### config.mk
export PLATFORM = sky130hd
export DESIGN_NAME = myo_spi_scheduler
export DESIGN_NICKNAME = d
export VERILOG_FILES = /design/src/rtl/myo_pkg.sv /design/src/rtl/myo_prio_select.sv /design/src/rtl/myo_spi_scheduler.sv
export SDC_FILE = /design/constraint.sdc
export NUM_CORES = 1
export LEC_CHECK = 0
export ABC_AREA = 1
export CORE_ASPECT_RATIO = 1.4
export CORE_MARGIN = 4
export CORE_UTILIZATION = 55
export CTS_BUF_LIST = sky130_fd_sc_hd__clkbuf_4 sky130_fd_sc_hd__clkbuf_8
export DETAILED_ROUTE_END_ITERATION = 6
export MAX_ROUTING_LAYER = met4
export PLACE_DENSITY = 0.76
export SYNTH_ARGS = -nofsm -noshare
export SYNTH_HDL_FRONTEND = slang
export SYNTH_HIERARCHICAL = 1
export SYNTH_SLANG_ARGS = --single-unit
### constraint.sdc
create_clock -name clock -period 2.6 [get_ports clock]
set_input_delay 0.52 -clock clock [delete_from_list [all_inputs] [get_ports clock]]
set_output_delay 0.52 -clock clock [all_outputs]
set_load 0.005 [all_outputs]
### src/rtl/myo_pkg.sv
// Shared definitions for the myocontrol SPI scheduler.
//   NUM_MOTORS_DEF : default number of slave selects swept per port
//   IDX_W          : width of the externally visible motor index
//   state_e        : scheduler FSM states
package myo_pkg;

  localparam int unsigned NUM_MOTORS_DEF = 7;
  localparam int unsigned IDX_W          = 3;

  typedef enum logic [2:0] {
    IDLE,
    SELECT,
    SETUP,
    WAIT_DONE,
    NEXT
  } state_e;

endpackage

### src/rtl/myo_prio_select.sv
// Combinational selector: finds the lowest set bit of mask_i whose position
// is at or above start_i.
//   mask_i  : motors still eligible in this sweep
//   start_i : first position to consider (one bit wider than the motor index
//             so that "past the last motor" can be represented)
//   valid_o : a qualifying bit exists
//   idx_o   : position of that bit (0 when valid_o is low)
module myo_prio_select
  import myo_pkg::*;
#(
  parameter int unsigned NUM_MOTORS = NUM_MOTORS_DEF
) (
  input  logic [NUM_MOTORS-1:0] mask_i,
  input  logic [IDX_W:0]        start_i,
  output logic                  valid_o,
  output logic [IDX_W:0]        idx_o
);

  logic          found;
  logic [IDX_W:0] idx;

  always_comb begin
    found = 1'b0;
    idx   = '0;
    for (int unsigned i = 0; i < NUM_MOTORS; i++) begin
      if (!found && mask_i[i] && (i >= 32'(start_i))) begin
        found = 1'b1;
        idx   = i[IDX_W:0];
      end
    end
  end

  assign valid_o = found;
  assign idx_o   = idx;

endmodule

### src/rtl/myo_spi_scheduler.sv
// Periodic SPI sweep scheduler for one myocontrol port. Every update_period
// cycles it visits each enabled motor: assert its slave select, wait SS_SETUP
// cycles, pulse spi_start, wait for spi_done (or TIMEOUT), deselect, move on.
//   clock, reset_n  : clock and synchronous active-low reset
//   update_period   : cycles between sweep starts (0 = no periodic sweeps)
//   enable_mask     : motors to visit, latched at sweep start
//   power_sense_n   : low while motor power is present; high aborts everything
//   spi_start       : one-cycle start pulse to the SPI master
//   spi_done        : one-cycle completion pulse from the SPI master
//   ss_n            : active-low slave selects (at most one low)
//   motor_index     : motor currently being serviced
//   sweep_done      : one-cycle pulse at the end of each sweep
//   timeout_err     : sticky per-motor timeout flags
//   overrun         : sticky, period expired while a sweep was already pending
//   clear_flags     : clears timeout_err and overrun (a same-cycle set wins)
module myo_spi_scheduler
  import myo_pkg::*;
#(
  parameter int unsigned NUM_MOTORS = NUM_MOTORS_DEF,
  parameter int unsigned SS_SETUP   = 4,
  parameter int unsigned TIMEOUT    = 4096
) (
  input  logic                  clock,
  input  logic                  reset_n,
  input  logic [31:0]           update_period,
  input  logic [NUM_MOTORS-1:0] enable_mask,
  input  logic                  power_sense_n,
  output logic                  spi_start,
  input  logic                  spi_done,
  output logic [NUM_MOTORS-1:0] ss_n,
  output logic [IDX_W-1:0]      motor_index,
  output logic                  sweep_done,
  output logic [NUM_MOTORS-1:0] timeout_err,
  output logic                  overrun,
  input  logic                  clear_flags
);

  state_e                  state_q;
  logic [IDX_W:0]          idx_q;
  logic [NUM_MOTORS-1:0]   mask_q;
  logic [31:0]             setup_cnt_q;
  logic [31:0]             tmo_cnt_q;
  logic [NUM_MOTORS-1:0]   ss_n_q;
  logic                    spi_start_q;
  logic                    sweep_done_q;

  logic [31:0]             per_cnt_q, per_cnt_d;
  logic [31:0]             per_q;
  logic                    pending_q, pending_d;
  logic                    overrun_q, overrun_d;
  logic [NUM_MOTORS-1:0]   timeout_err_q, timeout_err_d;

  logic                    sel_valid;
  logic [IDX_W:0]          sel_idx;
  logic [NUM_MOTORS-1:0]   sel_bit;
  logic [NUM_MOTORS-1:0]   cur_bit;
  logic                    per_changed;
  logic                    wrap;
  logic                    consume;
  logic                    tmo_fire;

  myo_prio_select #(
    .NUM_MOTORS (NUM_MOTORS)
  ) u_prio_select (
    .mask_i  (mask_q),
    .start_i (idx_q),
    .valid_o (sel_valid),
    .idx_o   (sel_idx)
  );

  assign sel_bit = NUM_MOTORS'(1) << sel_idx;
  assign cur_bit = NUM_MOTORS'(1) << idx_q;

  // per_q holds last cycle's period so a change restarts the count from 0.
  assign per_changed = (update_period != per_q);
  assign wrap        = !per_changed && (update_period != '0) &&
                       (per_cnt_q == update_period - 32'd1);
  assign consume     = (state_q == IDLE) && pending_q && !power_sense_n;
  assign tmo_fire    = (state_q == WAIT_DONE) && !spi_done && !power_sense_n &&
                       (tmo_cnt_q == 32'(TIMEOUT - 1));

  always_comb begin
    per_cnt_d = per_cnt_q + 32'd1;
    if (per_changed || (update_period == '0) || wrap) begin
      per_cnt_d = '0;
    end

    // A wrap landing on the cycle IDLE takes the pending request is a fresh
    // request for the next sweep, not an overrun.
    pending_d = pending_q;
    overrun_d = clear_flags ? 1'b0 : overrun_q;
    if (consume) begin
      pending_d = 1'b0;
    end
    if (wrap) begin
      if (pending_q && !consume) begin
        overrun_d = 1'b1;
      end
      pending_d = 1'b1;
    end
    if (power_sense_n) begin
      pending_d = 1'b0;
    end

    timeout_err_d = clear_flags ? '0 : timeout_err_q;
    if (tmo_fire) begin
      timeout_err_d = timeout_err_d | cur_bit;
    end
  end

  always_ff @(posedge clock) begin
    if (!reset_n) begin
      per_cnt_q     <= '0;
      per_q         <= '0;
      pending_q     <= 1'b0;
      overrun_q     <= 1'b0;
      timeout_err_q <= '0;
    end else begin
      per_cnt_q     <= per_cnt_d;
      per_q         <= update_period;
      pending_q     <= pending_d;
      overrun_q     <= overrun_d;
      timeout_err_q <= timeout_err_d;
    end
  end

  always_ff @(posedge clock) begin
    if (!reset_n) begin
      state_q      <= IDLE;
      idx_q        <= '0;
      mask_q       <= '0;
      setup_cnt_q  <= '0;
      tmo_cnt_q    <= '0;
      ss_n_q       <= '1;
      spi_start_q  <= 1'b0;
      sweep_done_q <= 1'b0;
    end else if (power_sense_n) begin
      state_q      <= IDLE;
      idx_q        <= '0;
      ss_n_q       <= '1;
      spi_start_q  <= 1'b0;
      sweep_done_q <= 1'b0;
    end else begin
      spi_start_q  <= 1'b0;
      sweep_done_q <= 1'b0;
      case (state_q)
        IDLE: begin
          if (pending_q) begin
            mask_q  <= enable_mask;
            state_q <= SELECT;
          end
        end
        SELECT: begin
          if (sel_valid) begin
            idx_q       <= sel_idx;
            ss_n_q      <= ~sel_bit;
            setup_cnt_q <= '0;
            state_q     <= SETUP;
          end else begin
            sweep_done_q <= 1'b1;
            idx_q        <= '0;
            state_q      <= IDLE;
          end
        end
        SETUP: begin
          if (setup_cnt_q == 32'(SS_SETUP - 1)) begin
            spi_start_q <= 1'b1;
            tmo_cnt_q   <= '0;
            state_q     <= WAIT_DONE;
          end else begin
            setup_cnt_q <= setup_cnt_q + 32'd1;
          end
        end
        WAIT_DONE: begin
          if (spi_done || tmo_fire) begin
            state_q <= NEXT;
          end else begin
            tmo_cnt_q <= tmo_cnt_q + 32'd1;
          end
        end
        NEXT: begin
          ss_n_q  <= '1;
          idx_q   <= idx_q + 1'b1;
          state_q <= SELECT;
        end
        default: state_q <= IDLE;
      endcase
    end
  end

  assign spi_start   = spi_start_q;
  assign ss_n        = ss_n_q;
  assign motor_index = idx_q[IDX_W-1:0];
  assign sweep_done  = sweep_done_q;
  assign timeout_err = timeout_err_q;
  assign overrun     = overrun_q;

endmodule

# ---- Word-level counts from Yosys, hierarchy flattened
# Index checks and enable logic that the tools add are counted.
dict set report classes {
  n_addsub 5
  order_cmp 7
  reduce_logical 50
  shift 2
  n_eq_ne 14
  n_div 0
  muxes 37
  n_bitwise 6
  multipliers 0
}
# operator n
set ops {}
lappend ops {{two-way mux 32 bit} 4}
lappend ops {{case mux 32 bit (2 select lines)} 2}
lappend ops {{adder 32 x 1 -> 32 bit, second input constant} 3}
lappend ops {{== test 32 x 12 -> 1 bit, second input constant} 1}
lappend ops {{== test 32 x 2 -> 1 bit, second input constant} 1}
lappend ops {{== test 32 bit} 1}
lappend ops {{zero test 32 bit} 1}
lappend ops {{!= test 32 bit} 1}
lappend ops {{nonzero test 32 bit} 1}
lappend ops {{subtractor 32 x 1 -> 32 bit, second input constant} 1}
lappend ops {{logical AND 1 bit} 21}
lappend ops {{two-way mux 7 bit} 3}
lappend ops {{two-way mux 3 bit} 6}
lappend ops {{two-way mux 1 bit} 15}
lappend ops {{case mux 3 bit (5 select lines)} 1}
lappend ops {{case mux 7 bit (2 select lines)} 1}
lappend ops {{left shift 1 x 4 -> 7 bit, first input constant} 2}
lappend ops {{>= comparator 3 x 4 -> 1 bit, first input constant} 3}
lappend ops {{zero test 1 bit} 10}
lappend ops {{!= test 2 bit, second input constant} 5}
lappend ops {{>= comparator 1 x 4 -> 1 bit, first input constant} 2}
lappend ops {{>= comparator 2 x 4 -> 1 bit, first input constant} 2}
lappend ops {{case mux 4 bit (2 select lines)} 1}
lappend ops {{AND reduction 4 bit} 2}
lappend ops {{other kinds (17)} 31}
dict set report totals {
  mem_bits_rw 0
  out_inout_bits 20
  input_bits 44
  romBits 0
  regBits 160
  wordCells 134
  mem_count 0
  latchBits 0
}

# ---- Longest topological paths before layout
dict set report depth {
  depth_word 31
  depth_mapped 17
}

# ---- Cells and area by module
# Netlist, hierarchy kept.
# module seq_area_each_um2 instances area_per_inst_um2 cells_each
set by_module_without_submodules {}
lappend by_module_without_submodules {myo_spi_scheduler 3203.1 1 10212.3 1581}
lappend by_module_without_submodules {myo_prio_select 0.0 1 197.7 36}

# ---- Worst setup path before layout
# Ideal clock, no wire load.
dict set report synth_timing {
  path_kind {input port to flip-flop}
  startpoint {input update_period[0]}
  endpoint {register per_cnt_q[16]}
  path_stages 16
  path_slack_ns 0.208
  path_buffers 1
  arrival_ns 2.268
  path_cell_list {inv_1 > ha_1 > nand2_4 > nor2_8 > nand2_4 > nor2_4 > nand3_1 > nand2_1 > inv_2 > nor2_2 > nand2_2 > nor2_4 > nand3_4 > nand2_4 > buf_12 > nor2_4}
}
dict set report synth_between {
  elab_chain_cells 6
}
# element line_no
set synth_rtl {}
lappend synth_rtl {{start, declared} myo_spi_scheduler.sv:25} ;# input logic [31:0] update_period,
lappend synth_rtl {{branches (longest 4 deep; another with subtractor 32 x 1 -> 32 bit)} n/a}
lappend synth_rtl {{logical OR 1 bit *} myo_spi_scheduler.sv:84} ;# if (per_changed || (update_period == '0) || wrap) begin
lappend synth_rtl {{OR reduction 2 bit (no line) *} n/a}
lappend synth_rtl {{end signal, assigned} myo_spi_scheduler.sv:119} ;# per_cnt_q <= per_cnt_d;
lappend synth_rtl {{end, declared} myo_spi_scheduler.sv:47} ;# logic [31:0] per_cnt_q, per_cnt_d;
# Every way passes the cells marked *.
# A chain may end at the register's enable or synchronous reset.

# ---- Worst setup path in the final report
dict set report layout_timing {
  startpoint {input update_period[6]}
  endpoint {register per_cnt_q[10]}
}
# The elaborated chain is that of the path after synthesis.

==> flow_summary.json <==
{
  "run_status": "complete, no violations",
  "htreeDepth": 4,
  "fin_crit_sh": 0.925,
  "critPathCaptureType": "register",
  "worst-path-buf-inv": 3,
  "netlist_instances": 1617,
  "final_cells": 2058,
  "clk-insertion-delay-late_ns": 0.46,
  "cts_buffers": 17,
  "cts.clk_slew.worst_paths_ns": 0.09,
  "tns_ns": 0,
  "ys_ff_latch": 160,
  "placed_area_um2": 12200,
  "clk_path_buf_depth": 2,
  "start_util": 0.560,
  "grt_usage": 0.280,
  "synthTopCellsByArea": "dfxtp_1 (31%), nand2_1 (15%), nor2_1 (8.7%)",
  "min_path_type": "reg -> reg",
  "ios": 64,
  "route.detailed.drc": 0,
  "ys_seq_area_frac": 0.308,
  "p_total_mw": 4.97,
  "vdd_drop_max_uv": 333,
  "drive_gt1_frac": 0.142,
  "synth_cell_type_count": 45,
  "yosysTopAreaCell": "dfxtp_1",
  "yosysMostFrequentCell": "nand2_1",
  "fillers": 1745,
  "grt_pass1_vias": 10500,
  "start_kind": "input port",
  "drt-initial-drc-count": 587,
  "fin_crit_ns": 2.41,
  "skew_ns": 0.0194,
  "hpwl_um": 22600,
  "crit_arrival_ns": 2.75,
  "drt.antenna.violating_nets": 0,
  "core_area_um2": 18600,
  "yosysWarnings": 6,
  "fmax_mhz": 416,
  "maxSlewViolCount": 0,
  "first_pass_iters": 6,
  "crit_slowest_cell": "clkdlybuf4s50_1",
  "async_flop_share": 0,
  "grt_first_pass_wirelength_um": 48000,
  "synth_common_cells": "nand2_1 (418), nor2_1 (241), inv_1 (187)",
  "critPathMaxStageDelay_ns": 0.50,
  "vias_per_cell": 5.20,
  "powerDensity_nw_per_um2": 392,
  "synth_top_area_frac": 0.308,
  "cp_max_fo": 17,
  "post_drt_wl_per_cell_um": 13.9,
  "antenna_cells": 0,
  "path_cells": "clkdlybuf4s50_1 > nor2_2 > nand2_1 > nor2_2 > nand2_1 > clkinv_1 > nand3_1 > nand2_1 > nand3_1 > nor2_1 > nand2_1 > nor2_2 > nand3_4 > nand2_4 > buf_12 > nor2_4",
  "nNetsFinal": 1854,
  "synth_edf_count": 0,
  "synthesis.nets": 1670,
  "via_count": 10700,
  "final_hold_viol_count": 0,
  "grt_max_degree": 52,
  "die_y_um": 171,
  "syn-cell-area_um2": 10400,
  "path_common_cell": "nand2_1",
  "cp.required_ns": 2.94,
  "area_delta_synth_final_pct": 21.8,
  "hold_ws_ns": 0.458,
  "drv_cap": 0,
  "std_cell_rows": 59,
  "p_leak_nw": 5.06,
  "cp_top_family": "simple AND/OR/NAND/NOR gates",
  "placed_cells": 2025,
  "dieArea_um2": 21200,
  "tritoncts": "yes",
  "syn-mean-instance-area_um2": 6.44,
  "setup_viol_count_final": 0,
  "finalWeightedCongestion": 1.03,
  "slew_headroom": 0.615,
  "grt_antenna_before_repair": 0,
  "wirelength_um": 28500,
  "criticalPathCategory": "in -> reg",
  "dieWidth_um": 124,
  "dpl_worst_slack_ns": -0.314,
  "worst_slack_ns": 0.194,
  "r2r_slack_ns": 0.22,
  "post-route-util": 0.681,
  "final_cell_area_um2": 12700,
  "grt-ovfl-total": 0,
  "tightest_slew_ns": 0.573,
  "root_buffer": "clkbuf_8",
  "synthFlopType": "dfxtp_1",
  "io_buffers": 63,
  "cts_sinks": 160
}
-- metal layers --
layer | wire [um] | global-route usage
met5 | 0 | -
met1 | 11200 | 0.286
met3 | 934 | 0.0378
met2 | 14700 | 0.516
met4 | 1620 | 0.157
-- registers in the layout, indices dropped and copies added (netlist names) --
register,flops
per_cnt_q,32
per_q,32
setup_cnt_q,32
tmo_cnt_q,32
mask_q,7
ss_n,7
timeout_err,7
idx_q,4
state_q,3
overrun,1
pending_q,1
spi_start,1
sweep_done,1
-- cell families after synthesis --
logic type	synth area share
and+or+nand+nor	0.417
adders and majority gates	0.0108
AOI/OAI and AO/OA	0.0633
buffers and inverters	0.0913
DFF	0.308
xor gates and xnor gates	0.109
other	0.000360
-- area by class of cell --
type                       instances  area (um^2)  area share
inverter                         197          739      0.0583
multi-input combinational       1219         6280       0.495
clock inverter                    11          156      0.0123
tap                              244          305      0.0241
timing repair buffer             206         1730       0.136
clock buffer                      21          264      0.0208
sequential                       160         3200       0.253
-- report_power, final --
part | total (mW) | leakage, nW | switching, mW | internal [mW]
Combinational | 0.493 | 3.56 | 0.252 | 0.242
Clock | 1.99 | 0.205 | 0.987 | 1.00
Sequential | 2.49 | 1.30 | 0.0112 | 2.47
-- cells in the final DEF (no fill, tap or decap), types with 4 or more instances in the layout --
| cell | netlist | routed |
|---|---|---|
| nand4_1 | 36 | 36 |
| xnor2_1 | 65 | 65 |
| nand2_4 | 5 | 5 |
| ha_1 | 9 | 8 |
| dfxtp_1 | 160 | 159 |
| nand2_1 | 418 | 417 |
| nor4_1 | 21 | 21 |
| clkbuf_4 | 0 | 4 |
| nor2_4 | 21 | 21 |
| inv_1 | 187 | 186 |
| nand3b_1 | 7 | 7 |
| xor2_1 | 65 | 65 |
| nor2_2 | 21 | 23 |
| o211ai_1 | 4 | 4 |
| clkbuf_8 | 0 | 17 |
| buf_4 | 7 | 141 |
| nor3_1 | 48 | 48 |
| nand2_2 | 9 | 10 |
| a21oi_1 | 77 | 77 |
| o21ai_0 | 28 | 28 |
| nor2_1 | 241 | 239 |
| inv_2 | 8 | 9 |
| clkdlybuf4s50_1 | 0 | 63 |
| nand3_1 | 116 | 116 |
-- path summary, 6_finish.rpt --
kind / start / endpoint / cells past startpoint
min: per_cnt_q[0] / per_cnt_q[0] / 1
min reg2reg: per_cnt_q[0] / per_cnt_q[0] / 1
max: update_period[6] / per_cnt_q[10] / 16
max reg2reg: per_cnt_q[1] / per_cnt_q[24] / 15
-- what timing repair did --
item | in CTS | in global routing
hold buffers | 0 | 0
setup buffers | 0 | 1
resized for setup | 0 | 7
setup endpoints to repair | 0 | 25
(Power assumes the default switching activity.)
